`src/rtl/bypass_ctrl.sv`:
```
// rtl/bypass_ctrl.sv - dual-lane destination-tag pipeline, youngest-wins forwarding valids and load-use stall
// Optional stall counter output when BYPASS_CTRL_STALL_CNT_EN is defined.
module bypass_ctrl #(
    parameter int RA_W        = 5,
    parameter int STALL_CNT_W = 32
) (
    input  logic            clk_i,
    input  logic            rst_n_i,
    input  logic            hold_i,
    input  logic            flush_i,
    input  logic            id_valid0_i,
    input  logic            id_valid1_i,
    input  logic            id_we0_i,
    input  logic            id_we1_i,
    input  logic            id_load0_i,
    input  logic            id_load1_i,
    input  logic [RA_W-1:0] id_rd0_i,
    input  logic [RA_W-1:0] id_rd1_i,
    input  logic            r0_1_i,
    input  logic            r0_2_i,
    input  logic            r1_1_i,
    input  logic            r1_2_i,
    input  logic [RA_W-1:0] a0_1_i,
    input  logic [RA_W-1:0] a0_2_i,
    input  logic [RA_W-1:0] a1_1_i,
    input  logic [RA_W-1:0] a1_2_i,
    output logic            wm0_o,
    output logic            wm1_o,
    output logic [RA_W-1:0] am0_o,
    output logic [RA_W-1:0] am1_o,
    output logic            ww0_o,
    output logic            ww1_o,
    output logic [RA_W-1:0] aw0_o,
    output logic [RA_W-1:0] aw1_o,
    output logic            stall_o
`ifdef BYPASS_CTRL_STALL_CNT_EN
    ,
    output logic [STALL_CNT_W-1:0] stall_cnt_o
`endif
);

    localparam int TW  = RA_W + 2;
    localparam int WE  = RA_W + 1;
    localparam int LD  = RA_W;

    logic [TW-1:0] e0, e1, m0, m1, w0, w1;
    logic [TW-1:0] d0, d1;
    logic          we0_q, we1_q;

    // A write to x0 never becomes a tag, so it can never be forwarded or stall.
    assign we0_q = id_valid0_i & id_we0_i & (id_rd0_i != '0);
    assign we1_q = id_valid1_i & id_we1_i & (id_rd1_i != '0);
    assign d0    = {we0_q, id_valid0_i & id_load0_i, id_rd0_i};
    assign d1    = {we1_q, id_valid1_i & id_load1_i, id_rd1_i};

    function automatic logic load_hit(input logic r, input logic [RA_W-1:0] a,
                                      input logic [TW-1:0] t0, input logic [TW-1:0] t1);
        load_hit = r & (a != '0) &
                   ((t0[WE] & t0[LD] & (t0[RA_W-1:0] == a)) |
                    (t1[WE] & t1[LD] & (t1[RA_W-1:0] == a)));
    endfunction

    // Deliberately ignores a younger non-load write to the same rd in E1.
    assign stall_o = !flush_i & (load_hit(r0_1_i, a0_1_i, e0, e1) |
                                 load_hit(r0_2_i, a0_2_i, e0, e1) |
                                 load_hit(r1_1_i, a1_1_i, e0, e1) |
                                 load_hit(r1_2_i, a1_2_i, e0, e1));

    always_ff @(posedge clk_i or negedge rst_n_i) begin
        if (!rst_n_i) begin
            e0 <= '0;
            e1 <= '0;
            m0 <= '0;
            m1 <= '0;
            w0 <= '0;
            w1 <= '0;
        end else if (!hold_i) begin
            w0 <= m0;
            w1 <= m1;
            m0 <= e0;
            m1 <= e1;
            if (flush_i || stall_o) begin
                e0 <= '0;
                e1 <= '0;
            end else begin
                e0 <= d0;
                e1 <= d1;
            end
        end
    end

    // Mask older producers shadowed by a younger one so the fixed mux priority picks the youngest.
    assign wm1_o = m1[WE];
    assign wm0_o = m0[WE] & !(m1[WE] & (m1[RA_W-1:0] == m0[RA_W-1:0]));
    assign ww1_o = w1[WE] & !((m0[WE] & (m0[RA_W-1:0] == w1[RA_W-1:0])) |
                              (m1[WE] & (m1[RA_W-1:0] == w1[RA_W-1:0])));
    assign ww0_o = w0[WE] & !((w1[WE] & (w1[RA_W-1:0] == w0[RA_W-1:0])) |
                              (m0[WE] & (m0[RA_W-1:0] == w0[RA_W-1:0])) |
                              (m1[WE] & (m1[RA_W-1:0] == w0[RA_W-1:0])));
    assign am0_o = m0[RA_W-1:0];
    assign am1_o = m1[RA_W-1:0];
    assign aw0_o = w0[RA_W-1:0];
    assign aw1_o = w1[RA_W-1:0];

`ifdef BYPASS_CTRL_STALL_CNT_EN
    always_ff @(posedge clk_i or negedge rst_n_i) begin
        if (!rst_n_i)
            stall_cnt_o <= '0;
        else if (stall_o && !hold_i)
            stall_cnt_o <= stall_cnt_o + 1'b1;
    end
`endif

endmodule

```
`config.mk`:
```
export PLATFORM = sky130hd
export DESIGN_NAME = bypass_ctrl
export DESIGN_NICKNAME = d
export VERILOG_FILES = /design/src/rtl/bypass_ctrl.sv
export SDC_FILE = /design/constraint.sdc
export NUM_CORES = 1
export LEC_CHECK = 0
export CAP_MARGIN = 10
export CELL_PAD_IN_SITES_DETAIL_PLACEMENT = 0
export CELL_PAD_IN_SITES_GLOBAL_PLACEMENT = 2
export CORE_ASPECT_RATIO = 2
export CORE_MARGIN = 2
export CORE_UTILIZATION = 30
export CTS_BUF_LIST = sky130_fd_sc_hd__clkbuf_4
export DETAILED_ROUTE_END_ITERATION = 8
export PLACE_DENSITY = 0.77
export REMOVE_ABC_BUFFERS = 1
export SYNTH_ARGS = -nofsm -noshare
export SYNTH_HDL_FRONTEND = slang
export SYNTH_SLANG_ARGS = --single-unit
```
`constraint.sdc`:
```
create_clock -name clk_i -period 4 [get_ports clk_i]
set_clock_uncertainty 0.15 [all_clocks]
set_input_delay 0.8 -clock clk_i [delete_from_list [all_inputs] [get_ports clk_i]]
set_output_delay 0.8 -clock clk_i [all_outputs]
set_load 0.01 [all_outputs]
```
==> reports/metrics.yaml, run 1 <==
antenna_found_initial: 0
finalCritPeriodShare_pct: 89.4
rows: 47
clockRootBuffer: "clkbuf_4"
areaGrowthSynthToFinish_pct: 27.2
seqCellArea_um2: 951
synth_top_area_share_pct: 36.8
wire_per_inst_um: 18.8
ys_ff_latch: 38
rr_worst_depth: 7
worst_pin_slew_ps: 1040
synth.distinct_cells: 30
vdd_drop_max_mv: 0.167
period_needed_ps: 3580
syn-instance-count: 242
grt_max_degree: 53
drive_above_1_share_pct: 15.6
critPathKind: "in -> out"
start_util_pct: 31.0
insertion_delay_ps: 350
p_per_area_nw_per_um2: 313
fmaxAchievable_ghz: 0.279
layout_commonest_cell: "clkdlybuf4s50_1"
cts_max_level: 2
fin_cells: 387
cap_viol_max_count: 0
cp.required_ps: 3050
cts_setup_buffers: 0
overflow: 0
worstPathMaxFanout: 3
reg2reg_slack_ps: 1780
total_power_mw: 1.03
hpwlAfterDp_mm: 5.61
wl_mm: 7.28
viasPerCell: 5.18
startpoint_type: "input port"
p_leak_nw: 1.40
first_iter_violations: 55
whs_endpoint: "w0[6]$_DFFE_PN0N_"
synth_warnings: 0
dieArea_um2: 9420
io_buffers: 68
die_w_um: 69.6
netlist_area_um2: 2580
mostFrequentLayoutCells: "65 x clkdlybuf4s50_1, 52 x xor2_1, 38 x dfrtp_1, 23 x mux2_2, 18 x xnor2_1"
path_clk_slew_ps: 110
numCtsBuffers: 5
fillers: 874
firstDrtPassIters: 4
arrival_ps: 2630
synth_seq_area_share_pct: 36.8
gp_congestion: 0.855
track_usage_pct: 16.2
cts_sinks: 38
grt_pass1_wl_mm: 11.6
vias: 2004
core_um2: 8350
ant_nets: 0
grt_pass1_vias: 2112
multi_input_area_um2: 1450
rsz0062_at_grt: "no"
max-slew-margin-rel_pct: 30.4
tns_ps: 0
place_inst: 379
final_util_pct: 39.4
hold_depth: 2
cts_hold_buf: 0
end_kind: "output port"
ys_top_cells_by_area: "dfrtp_1 37%, xor2_1 18%, mux2_2 10%"
min_path_type: "reg -> reg"
hold_violations: 0
cts_buffer_depth: 2
syn_area_per_cell_um2: 10.7
io_pins: 69
holdCritStartpoint: "w0[6]$_DFFE_PN0N_"
yosysTopAreaCell: "dfrtp_1"
r2r_start: "e1[3]$_DFFE_PN0N_"
setup_violations: 0
cts_tree: "done"
antenna_cells: 0
nets: 332
drc: 0
crit_path_start: "a1_2_i[1]"
die-height_um: 135
reg2reg_to: "e1[6]$_DFFE_PN0N_"
maxSlewViolCount: 0
status: "finished, final reports clean"
-- worst max-delay path, cell delays in order --
cell             delay (ps)
clkdlybuf4s50_1         480
or4_1                   540
o21ai_1                 180
a21oi_2                  70
nor4_4                  280
nor2_1                  110
dlymetal6s2s_1          180
-- registers in the layout, indices dropped and copies added, names as in the netlist --
register,flops
m0,6
w1,6
e0,7
m1,6
e1,7
w0,6
-- synth_stat cells, drive strengths merged --
master,count
a21oi,4
a22o,12
a31oi,2
a32o,2
and4,1
buf,26
clkbuf,7
dfrtp,38
inv,1
mux2,23
nand2,2
nand3,3
nand4,9
nor2,2
nor3b,10
nor4,14
nor4bb,2
o21ai,6
o311a,2
or3,2
or4,4
xnor2,18
xor2,52
-- cells by family (layout without fill, tap and decap cells) --
logic type,after synthesis,after routing,share of synthesized area [%]
multiplexers,23,23,10.0
AO/OA/AOI/OAI,28,28,8.47
AND/OR/NAND/NOR,49,49,13.1
flip-flops,38,38,36.8
buffers and inverters,34,81,7.89
XOR/XNOR,70,70,23.7
-- worst max path at each step --
stage,endpoint,slack [ps],depth (start not counted)
final,stall_o,420,7
after floorplan,stall_o,840,5
after global routing,stall_o,320,8
after CTS,stall_o,30,8
after detailed placement,stall_o,4,8
after global placement,stall_o,20,8
-- routing by layer --
metal  vias up  GRT usage, %  routed length (um)
met5         -             0                   0
met4         0          9.51                 356
met3        17          2.46                 275
met1       977          16.9                2670
li1        943             -                   -
met2        67          30.1                3980
-- stage by stage --
| step | cell area [um^2] | hold slack, ps | worst slack, ps |
|---|---|---|---|
| detailed placement | 3210 | 332 | 3.69 |
| finish | 3290 | 349 | 422 |
| floorplan | 2380 | 290 | 841 |
| CTS | 3270 | 360 | 34.2 |
| global placement | 3210 | 320 | 23.7 |
| global route | 3290 | 405 | 325 |
-- what timing repair did --
action                     in CTS  in global routing
resized for setup               1                  4
pin swaps                       0                  1
setup endpoints to repair       1                  1
-- power by group --
part	leakage, nW	internal [mW]	switching (mW)	total, mW
Sequential	0.499	0.422	0.0861	0.508
Clock	0.0286	0.0654	0.135	0.200
Combinational	0.876	0.191	0.128	0.319
Total	1.40	0.679	0.349	1.03
-- cell type report --
| class | instances | share of cell area (%) |
|---|---|---|
| clock inverters | 3 | 0.495 |
| clock buffers | 5 | 1.14 |
| repair buffers | 72 | 21.4 |
| multi-input cells | 170 | 44.2 |
| flip-flops and latches | 38 | 28.9 |
| well taps | 98 | 3.73 |
| inverters | 1 | 0.114 |
Note: power is estimated with default switching activity, not from simulation.
==> run 2, diff against run 1 <==
--- a/config.mk
+++ b/config.mk
@@ -5,7 +5,6 @@
 export SDC_FILE = /design/constraint.sdc
 export NUM_CORES = 1
 export LEC_CHECK = 0
-export CAP_MARGIN = 10
 export CELL_PAD_IN_SITES_DETAIL_PLACEMENT = 0
 export CELL_PAD_IN_SITES_GLOBAL_PLACEMENT = 2
 export CORE_ASPECT_RATIO = 2
==> constraint.sdc (replaced) <==
create_clock -name clk_i -period 3.9 [get_ports clk_i]
set_clock_uncertainty 0.15 [all_clocks]
set_input_delay 0.78 -clock clk_i [delete_from_list [all_inputs] [get_ports clk_i]]
set_output_delay 0.78 -clock clk_i [all_outputs]
set_load 0.01 [all_outputs]
==> run 2 against run 1 <==
  * Clock power hardly changed
  * Combinational power grew 3%
  * Wire length shrank 2.3%
  * Core utilization is 0.19 points higher
  * Count of clock-buffer cells in the layout did not move
  * Worst hold slack got worse by 14 ps
  * Die area did not move
  * Total power grew 2.0%
  * Largest cell class unchanged
  * Highest routed layer unchanged
==> reports/metrics.yaml, run 2 (synthesis gave the netlist of run 1 again) <==
startpoint_type: "input port"  # unchanged
mostFrequentLayoutCells: "65 x clkdlybuf4s50_1, 52 x xor2_1, 38 x dfrtp_1, 23 x mux2_2, 18 x xnor2_1"  # unchanged
p_leak_nw: 1.41  # was 1.40 nW
cts_sinks: 38  # unchanged
status: "finished, final reports clean"  # unchanged
max-slew-margin-rel_pct: 32.9  # was 30.4%
arrival_ps: 2590  # was 2630 ps
insertion_delay_ps: 360  # was 350 ps
dieArea_um2: 9420  # unchanged
wire_per_inst_um: 18.3  # was 18.8 um
vdd_drop_max_mv: 0.101  # was 0.167 mV
firstDrtPassIters: 4  # unchanged
cap_viol_max_count: 0  # unchanged
cts_tree: "done"  # unchanged
start_util_pct: 31.0  # unchanged
path_delay_family: "simple AND/OR/NAND/NOR gates"  # unchanged
whs_ps: 335  # was 349 ps
endpoint: "stall_o"  # unchanged
dpl_cell_area_um2: 3220  # was 3210 um^2
path_clk_slew_ps: 110  # about the same
crit_slowest_cell: "or4_4"  # was or4_1
grt_max_degree: 53  # unchanged
viasPerCell: 5.10  # was 5.18
gp_congestion: 0.837  # was 0.855
reg2reg_to: "e0[6]$_DFFE_PN0N_"  # was e1[6]$_DFFE_PN0N_
cts_hold_buf: 0  # unchanged
rsz0062_at_grt: "no"  # unchanged
clockRootBuffer: "clkbuf_4"  # unchanged
hold_violations: 0  # unchanged
cts_setup_buffers: 0  # unchanged
antenna_found_initial: 1  # was 0
io_pins: 69  # unchanged
min_path_type: "reg -> reg"  # unchanged
p_per_area_nw_per_um2: 317  # was 313 nW/um^2
grt_pass1_wl_mm: 11.3  # was 11.6 mm
crit_path_start: "a1_1_i[1]"  # was a1_2_i[1]
die-height_um: 135  # unchanged
cts_buffer_depth: 2  # unchanged
rr_worst_depth: 8  # was 7
tns_ps: 0  # unchanged
r2r_start: "e0[1]$_DFFE_PN0N_"  # was e1[3]$_DFFE_PN0N_
track_usage_pct: 15.8  # was 16.2%
maxSlewViolCount: 0  # unchanged
ant_nets: 0  # unchanged
first_iter_violations: 49  # was 55
wl_mm: 7.12  # was 7.28 mm
numCtsBuffers: 5  # unchanged
slowest_delay_ps: 550  # was 540 ps
crit_chain: "clkdlybuf4s50_1 > or4_4 > o21ai_2 > a21oi_2 > nor4_4 > nor2_1 > dlymetal6s2s_1"  # was clkdlybuf4s50_1 > or4_1 > o21ai_1 > a21oi_2 > nor4_4 > nor2_1 > dlymetal6s2s_1
core_um2: 8350  # unchanged
die_w_um: 69.6  # unchanged
critPathKind: "in -> out"  # unchanged
rows: 47  # unchanged
nets: 333  # was 332
cp.depth: 7  # unchanged
grt_pass1_vias: 2066  # was 2112
reg2reg_slack_ps: 1740  # was 1780 ps
postLayoutCellArea_um2: 3300  # was 3290 um^2
cts_max_level: 2  # unchanged
overflow: 0  # unchanged
hpwlAfterDp_mm: 5.59  # was 5.61 mm
layout_commonest_cell: "clkdlybuf4s50_1"  # unchanged
worst_pin_slew_ps: 1010  # was 1040 ps
drive_above_1_share_pct: 16.2  # was 15.6%
vias: 1983  # was 2004
setup_violations: 0  # unchanged
drc: 0  # unchanged
largest_registers: "e0 x7, e1 x7"  # unchanged
fmaxAchievable_ghz: 0.284
finalCritPeriodShare_pct: 90.3
areaGrowthSynthToFinish_pct: 27.8  # was 27.2%
cp_num_buf_inv: 2  # unchanged
worstPathMaxFanout: 3  # unchanged
cp.required_ps: 2970  # was 3050 ps
period_needed_ps: 3520
io_buffers: 68  # unchanged
end_kind: "output port"  # unchanged
[run 2: cell count changes in the layout (fill, tap and decap cells not counted), sizes merged]
cell / change
buf: +1
diode: +1
[run 2: what timing repair did]
action | CTS | global route
resized for setup | 1 | 6
pin swaps | 1 | 0
setup endpoints to repair | 1 | 1
[run 2: layout make-up]
class,count,area (um^2)
timing repair buffer,73,711
clock inverter,3,16.3
tap,98,123
fill,868,5050
antenna,1,2.50
sequential,38,951
multi-input combinational,170,1460
clock buffer,5,37.5
inverter,1,3.75
[run 2: worst min path at each step]
stage,from,end,slack (ps),depth (start not counted)
floorplan,w0[6]$_DFFE_PN0N_,w0[6]$_DFFE_PN0N_,290,2
global placement,w0[6]$_DFFE_PN0N_,w0[6]$_DFFE_PN0N_,320,2
detailed placement,w0[6]$_DFFE_PN0N_,w0[6]$_DFFE_PN0N_,320,2
CTS,w0[6]$_DFFE_PN0N_,w0[6]$_DFFE_PN0N_,350,2
global route,rst_n_i,m1[4]$_DFFE_PN0N_,410,1
finish,w0[6]$_DFFE_PN0N_,w0[6]$_DFFE_PN0N_,340,2
[run 2: stage by stage]
| stage | utilization (%) | setup slack (ps) | total power [mW] | instances |
|---|---|---|---|---|
| 2_1_floorplan | - | 781 | 0.667 | 209 |
| 3_3_place_gp | 38.5 | -17.6 | 0.856 | 380 |
| 3_5_place_dp | 38.5 | -11.6 | 0.860 | 380 |
| 4_1_cts | 39.2 | 2.19 | 1.06 | 388 |
| 5_1_grt | 39.6 | 264 | 1.11 | 389 |
| 6_report | 39.6 | 380 | 1.05 | 389 |
[run 2: report_power, final]
part	switching, mW	total [mW]	internal (mW)
sequential	0.0876	0.521	0.433
clock	0.132	0.199	0.0669
combinational	0.132	0.329	0.197
[run 2: metal layers]
metal / GRT usage, % / part of all wire, %
met1: 16.0 / 36
met2: 30.9 / 57
met3: 2.38 / 3.9
met4: 7.26 / 2.9
met5: 0 / 0
[run 2: worst reg2reg max path, delay by kind of cell (launching register included)]
family / cells / cell delay, ps
flip-flops: 1 / 540
AND/OR/NAND/NOR: 3 / 440
AO/OA/AOI/OAI: 2 / 370
buffers and inverters: 2 / 320
XOR/XNOR: 1 / 230
==> run 3, diff against run 2 <==
--- a/config.mk
+++ b/config.mk
@@ -14,6 +14,7 @@
 export DETAILED_ROUTE_END_ITERATION = 8
 export PLACE_DENSITY = 0.77
 export REMOVE_ABC_BUFFERS = 1
+export SLEW_MARGIN = 40
 export SYNTH_ARGS = -nofsm -noshare
 export SYNTH_HDL_FRONTEND = slang
 export SYNTH_SLANG_ARGS = --single-unit
==> run 3 against run 2 <==
  * Global-route usage unchanged
  * Setup slack unchanged
  * Final cell count unchanged
  * Fmax unchanged
  * Total power about the same
  * Core utilization up 0.060 points
  * Highest routed layer unchanged
==> reports/metrics.yaml, run 3 (synthesis gave the netlist of run 1 again) <==
ant_nets: 0  # unchanged
postLayoutCellArea_um2: 3310  # was 3300 um^2
crit_chain: "clkdlybuf4s50_1 > or4_4 > o21ai_2 > a21oi_2 > nor4_4 > nor2_1 > dlymetal6s2s_1"  # unchanged
first_iter_violations: 50  # was 49
status: "finished, final reports clean"  # unchanged
wire_per_inst_um: 18.3  # unchanged
cts_max_level: 2  # unchanged
fin_ws_ps: 380  # unchanged
end_kind: "output port"  # unchanged
startpoint_type: "input port"  # unchanged
overflow: 0  # unchanged
finalCritPeriodShare_pct: 90.3  # unchanged
drive_above_1_share_pct: 16.2  # unchanged
core_um2: 8350  # unchanged
crit_path_start: "a1_1_i[1]"  # unchanged
wl_mm: 7.12  # unchanged
seqCellArea_um2: 951  # unchanged
io_pins: 69  # unchanged
cts_buffer_depth: 2  # unchanged
die_w_um: 69.6  # unchanged
layout_commonest_cell: "clkdlybuf4s50_1"  # unchanged
arrival_ps: 2590  # about the same
reg2reg_slack_ps: 1740  # about the same
dpl_cell_area_um2: 3220  # about the same
hold_violations: 0  # unchanged
slowest_delay_ps: 550  # about the same
cts_sinks: 38  # unchanged
cp.required_ps: 2970  # about the same
clockRootBuffer: "clkbuf_4"  # unchanged
critPathKind: "in -> out"  # unchanged
die-height_um: 135  # unchanged
r2r_start: "e0[1]$_DFFE_PN0N_"  # unchanged
numCtsBuffers: 5  # unchanged
crit_slowest_cell: "or4_4"  # unchanged
p_leak_nw: 1.41  # about the same
grt_pass1_wl_mm: 11.3  # unchanged
largest_registers: "e0 x7, e1 x7"  # unchanged
firstDrtPassIters: 4  # unchanged
cts_setup_buffers: 0  # unchanged
vias: 1983  # unchanged
setup_violations: 0  # unchanged
multi_input_area_um2: 1460  # unchanged
path_clk_slew_ps: 120  # was 110 ps
post-place-ws_ps: -11.6  # unchanged
worstPathMaxFanout: 3  # unchanged
fmaxAchievable_ghz: 0.284  # unchanged
rr_worst_depth: 8  # unchanged
worst_pin_slew_ps: 578  # was 1010 ps
cap_viol_max_count: 0  # unchanged
period_needed_ps: 3520  # unchanged
maxSlewViolCount: 0  # unchanged
antenna_found_initial: 1  # unchanged
tns_ps: 0  # unchanged
grt_max_degree: 53  # unchanged
track_usage_pct: 15.8  # unchanged
io_buffers: 68  # unchanged
rows: 47  # unchanged
viasPerCell: 5.10  # unchanged
insertion_delay_ps: 360  # about the same
reg2reg_to: "e0[6]$_DFFE_PN0N_"  # unchanged
cts_tree: "done"  # unchanged
areaGrowthSynthToFinish_pct: 28.0  # was 27.8%
vdd_drop_max_mv: 0.101  # about the same
dieArea_um2: 9420  # unchanged
nets: 333  # unchanged
fillers: 867  # was 868
endpoint: "stall_o"  # unchanged
max-slew-margin-rel_pct: 61.5  # was 32.9%
hpwlAfterDp_mm: 5.59  # about the same
rsz0062_at_grt: "no"  # unchanged
p_per_area_nw_per_um2: 317  # about the same
cts_hold_buf: 0  # unchanged
grt_pass1_vias: 2066  # unchanged
drc: 0  # unchanged
start_util_pct: 31.0  # unchanged
mostFrequentLayoutCells: "65 x clkdlybuf4s50_1, 52 x xor2_1, 38 x dfrtp_1, 23 x mux2_2, 18 x xnor2_1"  # unchanged
min_path_type: "in -> async"  # was reg -> reg
gp_congestion: 0.837  # unchanged
[run 3: changes by cell type in the layout (fill, tap and decap cells not counted)]
cell	delta
buf_2	-2
buf_4	+2
[run 3: power by group]
part / internal [mW] / switching [mW] / total (mW) / leakage [nW]
Sequential: 0.433 / 0.0876 / 0.521 / 0.499
Clock: 0.0669 / 0.132 / 0.199 / 0.0286
Combinational: 0.197 / 0.132 / 0.329 / 0.883
[run 3: per-layer routing]
metal	vias to the layer above	share of wire, %	track usage (%)
met4	0	2.9	7.26
met2	60	57	30.9
met3	14	3.8	2.38
li1	949	-	-
met1	960	36	16.0
met5	-	0	0
[run 3: final cells by class]
cell class,count,share of cell area (%)
sequential,38,28.7
multi-input combinational,170,44.1
timing repair buffer,73,21.6
tap,98,3.71
clock inverter,3,0.492
clock buffer,5,1.13
inverter,1,0.113
antenna,1,0.0756
[run 3: worst max-delay path, delay by kind of cell]
kind,cells,cell delay [ps]
simple gates,3,940
compound gates,2,220
buf+inv,2,650
[run 3: worst min path at each step]
stage / slack (ps) / cells after the start / end
floorplan: 290 / 2 / w0[6]$_DFFE_PN0N_
global placement: 320 / 2 / w0[6]$_DFFE_PN0N_
detailed placement: 320 / 2 / w0[6]$_DFFE_PN0N_
CTS: 210 / 1 / m0[4]$_DFFE_PN0N_
global route: 230 / 1 / m1[4]$_DFFE_PN0N_
finish: 210 / 1 / m1[4]$_DFFE_PN0N_
[run 3: repair_timing]
action | 4_1_cts | 5_1_grt
resized for setup | 1 | 6
pin swaps | 1 | 0
endpoints found under the setup margin | 1 | 1
[run 3: stage by stage]
stage	hold slack (ps)	power (mW)	utilization (%)	cells
6_report	208	1.05	39.6	389
5_1_grt	228	1.11	39.6	389
4_1_cts	215	1.06	39.3	388
3_5_place_dp	320	0.860	38.6	380
3_3_place_gp	318	0.856	38.5	380
2_1_floorplan	290	0.667	-	209
